## config.mk

```make
export PLATFORM = sky130hd
export DESIGN_NAME = tdm_demux_1to4_flat
export DESIGN_NICKNAME = d
export VERILOG_FILES = /design/src/rtl/tdm_demux_if.sv /design/src/rtl/tdm_demux_1to4.sv /design/src/flat_wrapper.sv
export SDC_FILE = /design/constraint.sdc
export NUM_CORES = 1
export LEC_CHECK = 0
export CORE_MARGIN = 2
export CORE_UTILIZATION = 25
export DETAILED_ROUTE_END_ITERATION = 8
export GPL_ROUTABILITY_DRIVEN = 1
export MAX_ROUTING_LAYER = met4
export PLACE_DENSITY_LB_ADDON = 0.1
export SYNTH_ARGS = -nofsm -noshare
export SYNTH_HDL_FRONTEND = slang
export SYNTH_SLANG_ARGS = --single-unit
```

## constraint.sdc

```tcl
create_clock -name clk -period 2.8 [get_ports clk]
set_input_delay 0.56 -clock clk [delete_from_list [all_inputs] [get_ports clk]]
set_output_delay 0.56 -clock clk [all_outputs]
set_load 0.03 [all_outputs]
```

## src/rtl/tdm_demux_if.sv

```systemverilog
// Bus bundle between the serial TDM receiver and its parallel-word consumer.
// The slave modport is the demux side; the master modport is the link/bench side.
interface tdm_demux_if #(
  parameter int WORD = 8
) ();
  logic            din;
  logic            din_valid;
  logic            frame_sync;
  logic [WORD-1:0] ch0;
  logic [WORD-1:0] ch1;
  logic [WORD-1:0] ch2;
  logic [WORD-1:0] ch3;
  logic            ch_valid;
  logic [1:0]      slot;
  logic            locked;
  logic            sync_err;

  modport master (
    output din, din_valid, frame_sync,
    input  ch0, ch1, ch2, ch3, ch_valid, slot, locked, sync_err
  );

  modport slave (
    input  din, din_valid, frame_sync,
    output ch0, ch1, ch2, ch3, ch_valid, slot, locked, sync_err
  );
endinterface

```

## src/rtl/tdm_demux_1to4.sv

```systemverilog
// Four-channel 1-bit TDM demultiplexer: steers slot bits into per-channel shift
// registers, emits all four WORD-bit words together, and tracks frame alignment.
module tdm_demux_1to4 #(
  parameter int WORD = 8
) (
  input  logic        clk,
  input  logic        rst,
  tdm_demux_if.slave  bus
);

  localparam int              CNT_W    = (WORD > 2) ? $clog2(WORD) : 1;
  localparam logic [CNT_W-1:0] CNT_LAST = CNT_W'(WORD - 1);

  typedef enum logic {
    HUNT   = 1'b0,
    LOCKED = 1'b1
  } state_t;

  state_t          state_q;
  logic [1:0]      slot_q;
  logic [CNT_W-1:0] cnt_q;
  logic [WORD-1:0] sh_q [4];
  logic [WORD-1:0] ch_q [4];
  logic            ch_valid_q;
  logic            sync_err_q;
  logic            locked_q;

  logic [WORD-1:0] cur_shift_d;
  logic [WORD-1:0] first_bit_d;
  logic            early_mark;
  logic            miss_mark;

  // Next value of the channel register addressed by the current slot.
  always_comb begin
    cur_shift_d = {sh_q[slot_q][WORD-2:0], bus.din};
    first_bit_d = {{(WORD-1){1'b0}}, bus.din};
    early_mark  = bus.frame_sync && (slot_q != 2'd0);
    miss_mark   = !bus.frame_sync && (slot_q == 2'd0);
  end

  always_ff @(posedge clk or posedge rst) begin
    if (rst) begin
      state_q    <= HUNT;
      slot_q     <= 2'd0;
      cnt_q      <= '0;
      ch_valid_q <= 1'b0;
      sync_err_q <= 1'b0;
      locked_q   <= 1'b0;
      for (int i = 0; i < 4; i++) begin
        sh_q[i] <= '0;
        ch_q[i] <= '0;
      end
    end else begin
      ch_valid_q <= 1'b0;
      sync_err_q <= 1'b0;
      if (bus.din_valid) begin
        case (state_q)
          HUNT: begin
            if (bus.frame_sync) begin
              for (int i = 1; i < 4; i++) sh_q[i] <= '0;
              sh_q[0]  <= first_bit_d;
              cnt_q    <= '0;
              slot_q   <= 2'd1;
              state_q  <= LOCKED;
              locked_q <= 1'b1;
            end
          end
          LOCKED: begin
            if (early_mark) begin
              // Marker arrived early: restart word assembly with this bit as slot 0.
              sync_err_q <= 1'b1;
              for (int i = 1; i < 4; i++) sh_q[i] <= '0;
              sh_q[0] <= first_bit_d;
              cnt_q   <= '0;
              slot_q  <= 2'd1;
            end else if (miss_mark) begin
              sync_err_q <= 1'b1;
              for (int i = 0; i < 4; i++) sh_q[i] <= '0;
              cnt_q    <= '0;
              slot_q   <= 2'd0;
              state_q  <= HUNT;
              locked_q <= 1'b0;
            end else begin
              sh_q[slot_q] <= cur_shift_d;
              slot_q       <= slot_q + 2'd1;
              if (slot_q == 2'd3) begin
                if (cnt_q == CNT_LAST) begin
                  // Channel 3 still holds one bit short; take its final bit directly.
                  ch_q[0]    <= sh_q[0];
                  ch_q[1]    <= sh_q[1];
                  ch_q[2]    <= sh_q[2];
                  ch_q[3]    <= cur_shift_d;
                  ch_valid_q <= 1'b1;
                  cnt_q      <= '0;
                end else begin
                  cnt_q <= cnt_q + CNT_W'(1);
                end
              end
            end
          end
          default: begin
            state_q  <= HUNT;
            locked_q <= 1'b0;
            slot_q   <= 2'd0;
          end
        endcase
      end
    end
  end

  assign bus.ch0      = ch_q[0];
  assign bus.ch1      = ch_q[1];
  assign bus.ch2      = ch_q[2];
  assign bus.ch3      = ch_q[3];
  assign bus.ch_valid = ch_valid_q;
  assign bus.slot     = slot_q;
  assign bus.locked   = locked_q;
  assign bus.sync_err = sync_err_q;

endmodule

```

## src/flat_wrapper.sv

```systemverilog
// flat-port wrapper written by rule: the top's interface ports become plain ports
module tdm_demux_1to4_flat 
#(
  parameter int WORD = 8
)
  (clk, rst, bus_din, bus_din_valid, bus_frame_sync, bus_ch0, bus_ch1, bus_ch2, bus_ch3, bus_ch_valid, bus_slot, bus_locked, bus_sync_err);
  tdm_demux_if #(.WORD(WORD)) bus_i ();
  input  logic clk;
  input  logic rst;
  input wire logic [$bits(bus_i.din)-1:0] bus_din;
  input wire logic [$bits(bus_i.din_valid)-1:0] bus_din_valid;
  input wire logic [$bits(bus_i.frame_sync)-1:0] bus_frame_sync;
  output wire logic [$bits(bus_i.ch0)-1:0] bus_ch0;
  output wire logic [$bits(bus_i.ch1)-1:0] bus_ch1;
  output wire logic [$bits(bus_i.ch2)-1:0] bus_ch2;
  output wire logic [$bits(bus_i.ch3)-1:0] bus_ch3;
  output wire logic [$bits(bus_i.ch_valid)-1:0] bus_ch_valid;
  output wire logic [$bits(bus_i.slot)-1:0] bus_slot;
  output wire logic [$bits(bus_i.locked)-1:0] bus_locked;
  output wire logic [$bits(bus_i.sync_err)-1:0] bus_sync_err;
  assign bus_i.din = bus_din;
  assign bus_i.din_valid = bus_din_valid;
  assign bus_i.frame_sync = bus_frame_sync;
  assign bus_ch0 = bus_i.ch0;
  assign bus_ch1 = bus_i.ch1;
  assign bus_ch2 = bus_i.ch2;
  assign bus_ch3 = bus_i.ch3;
  assign bus_ch_valid = bus_i.ch_valid;
  assign bus_slot = bus_i.slot;
  assign bus_locked = bus_i.locked;
  assign bus_sync_err = bus_i.sync_err;
  tdm_demux_1to4 #(.WORD(WORD)) u_core (.clk(clk), .rst(rst), .bus(bus_i));
endmodule
```

==> run metrics <==
WS Path Type in2reg; hold path startpoint u_core.bus.ch2[1]; most common cell after layout, fill and taps aside dfrtp_1; HPWL after DPL ~4.5 mm; Final ANT Viol Nets 0; die area between 0.01 and 0.015 sq mm; max-cap violations 0; Setup Skew roughly 0.011 ns; num ports 42; DR DRC count 0; largest net degree at the start of global routing 73; final worst setup slack approximately 0.52 ns; initial antenna violation count 0; post-CTS sizing 0; Core Rows 40; Clk Latency, worst-skew pair around 0.33 ns; FMAX 438 MHz; Placer Congestion around 0.75; warnings from Yosys 0; Synth Area in Compound Gates roughly 13%; GRT Overall Usage about an eighth; Mapped Avg Cell Area 15.1 sq um; Antenna diodes 0; simple-gate portion of the synthesized area under 10%; Final Cycle Share 81.5%; final wirelength around 7.1 mm; # fillers roughly 1200; sequential share of the synthesized area 59.2%; Hold Path Cell Cnt 1; clk sink count 72; vias in the first global route between 2000 and 2500; peak supply drop ~0.38 mV; Yosys reg bits 72; RSZ-0062 raised after global routing false; worst slack, placed between 0.15 and 0.2 ns; mux share of post-synthesis cell area between 10% and 20%; die height approximately 110 um; drt initial violations approximately 80; Pleak between 0.0015 and 0.002 uW; clock root buffer clkbuf_16; hold path endpoint u_core.bus.ch2[1]; Initial Util between 20 and 30%; first-pass GRT wire length 11.4 mm; slowest stage cell, crit path clkdlybuf4s50_1; count of cell types in the netlist 32; outcome finished, final reports clean; Synthesized Nets 216; HP Class reg2reg; vias post-DR between 1500 and 2000; routed length per placed instance approximately 18 um; r2r setup slk between 0.5 and 0.6 ns; remaining global-route overflow 0; Post-Synthesis Cells between 200 and 250; crit path max fanout 6; Area growth, synth to finish 30.3%; clock-pin transition on the worst setup and hold timing paths ~0.06 ns; Critical Path Max Stage Delay about 0.58 ns; Pre-Repair DR Iteration Count 4; Worst Path Arrival 2.49 ns; TritonCTS clock tree done; Via density roughly 4.7; Max Slew Vio Count 0; Startpoint Class primary input; CTS H-tree lvls 3; power per cell area about 760 mW/mm^2; CTS max path bufs 2; Critical Path RT 3.01 ns; largest family of logic cells by synthesized area multiplexers; Setup-failing EPs final 0; R2R Path Start u_core.bus.slot[1]; cell breakdown of the critical path clkdlybuf4s50_1 > inv_1 > ha_1 > or3b_1 > o21ai_4 > mux2_4; share of post-route cells with drive strength above 1 27.6%; xor and xnor area share after synthesis 0%; Period minus WS final between 2 and 2.5 ns; Sum Neg Setup Slack 0 ns; core area 0.0120 sq mm; nets around 270; most frequent cells in the layout dfrtp_1 (72), clkdlybuf4s50_1 (41), a22o_1 (31), mux2_2 (31); hold_buf cts 0; Rel. slew slack between 60% and 70%; Reg2Reg Depth 7; post-synthesis cell area between 0.003 and 0.004 sq mm; Die Wd around 110 um; Critical Path End Type register; adder-cell share of the synthesized area roughly 3.7%; FF-to-FF End u_core.cnt_q[1]; Slew @ Worst Pin approximately 0.45 ns; Final Hold Fails 0; CTS Buf Count 9; setup bufs post-CTS 0; I/O Buffers 41
[area by class of cell]
type	count	area (sq um)	share of cell area (%)
well taps	147	184	4.64
repair buffers	50	503	12.7
multi-input cells	112	1160	29.4
flip-flops and latches	72	1800	45.5
clock buffers	10	239	6.03
inverters	7	26.3	0.663
clock inverters	6	43.8	1.11
[critical path, delay by kind of cell]
kind / cells / cell delay, ns
fa+ha+maj: 1 / 0.21
mux: 1 / 0.31
buf+inv: 2 / 0.67
simple gates: 1 / 0.50
compound gates: 1 / 0.23
[synth_stat cells]
| master | n | area (sq um) |
|---|---|---|
| a21oi_1 | 4 | 20.0 |
| inv_1 | 7 | 26.3 |
| o21ai_4 | 1 | 16.3 |
| mux4_2 | 7 | 158 |
| o21ai_2 | 2 | 17.5 |
| o21a_1 | 1 | 7.51 |
| o22ai_1 | 1 | 6.26 |
| mux2_2 | 31 | 349 |
| mux2_1 | 1 | 11.3 |
| o41ai_4 | 1 | 27.5 |
| o22a_1 | 1 | 8.76 |
| nor3b_1 | 1 | 7.51 |
| o21ai_0 | 2 | 10.0 |
| mux2i_1 | 2 | 20.0 |
| buf_1 | 2 | 7.51 |
| clkbuf_1 | 3 | 11.3 |
| and3_1 | 4 | 25.0 |
| clkbuf_2 | 1 | 5.00 |
| nand4_2 | 1 | 12.5 |
| or3b_1 | 1 | 8.76 |
| dfrtp_1 | 72 | 1800 |
| nor3_1 | 1 | 5.00 |
| nor2_1 | 2 | 7.51 |
| buf_2 | 5 | 25.0 |
| ha_1 | 9 | 113 |
| nand2_1 | 2 | 7.51 |
| a22o_1 | 31 | 272 |
| nor2b_1 | 1 | 6.26 |
| or2b_1 | 1 | 7.51 |
| and2_1 | 1 | 6.26 |
| mux2_4 | 2 | 30.0 |
| nand3_1 | 1 | 5.00 |
[where the power goes]
part           switching, uW  internal [uW]
Sequential              63.6           1120
Clock                    452            627
Combinational            440            303
Total                    955           2050
[per-layer routing]
metal	GRT usage, %	vias to the layer above	part of all wire, %
met4	3.74	0	2.2
met2	17.6	46	45
li1	-	862	-
met5	-	-	0
met1	15.3	960	49
met3	3.71	13	3.7
[sequential cells by signal (all words and copies together) (netlist names), 2 cells and up]
signal and cells:
u_core.bus.ch3 8, u_core.bus.ch0 8, u_core.bus.ch2 8, u_core.cnt_q 3
u_core.bus.slot 2, u_core.sh_q 31, u_core.bus.ch1 8
[worst max-delay path by stage]
| stage | from | endpoint | slack, ns | cells after the start |
|---|---|---|---|---|
| after global routing | bus_frame_sync | u_core.cnt_q[1] | 0.43 | 6 |
| after global placement | bus_frame_sync | u_core.cnt_q[0] | 0.24 | 6 |
| after CTS | bus_frame_sync | u_core.cnt_q[1] | 0.51 | 6 |
| after floorplan | u_core.bus.slot[0] | u_core.cnt_q[0] | 0.14 | 8 |
| final | bus_frame_sync | u_core.cnt_q[1] | 0.52 | 6 |
| after detailed placement | bus_frame_sync | u_core.cnt_q[1] | 0.16 | 6 |
[logic make-up (layout without fill, tap and decap cells)]
| group | after synthesis | count (layout) |
|---|---|---|
| muxes | 43 | 43 |
| buffers and inverters | 18 | 73 |
| adders and majority gates | 9 | 9 |
| and+or+nand+nor | 16 | 16 |
| DFF | 72 | 72 |
| AOI/OAI and AO/OA | 44 | 44 |
[per-stage QoR]
step / hold slack, ns / instance area [sq um] / instances / total power (uW) / utilization (%)
after global routing: 0.515 / 3960 / 404 / 3160 / 33.1
after global placement: 0.485 / 3680 / 388 / 1960 / 30.8
after CTS: 0.507 / 3960 / 404 / 3060 / 33.1
after detailed placement: 0.490 / 3680 / 388 / 1960 / 30.8
final: 0.497 / 3960 / 404 / 3000 / 33.1
after floorplan: 0.468 / 3040 / 202 / 1690 / -
Note: power is estimated with default switching activity, not from simulation.
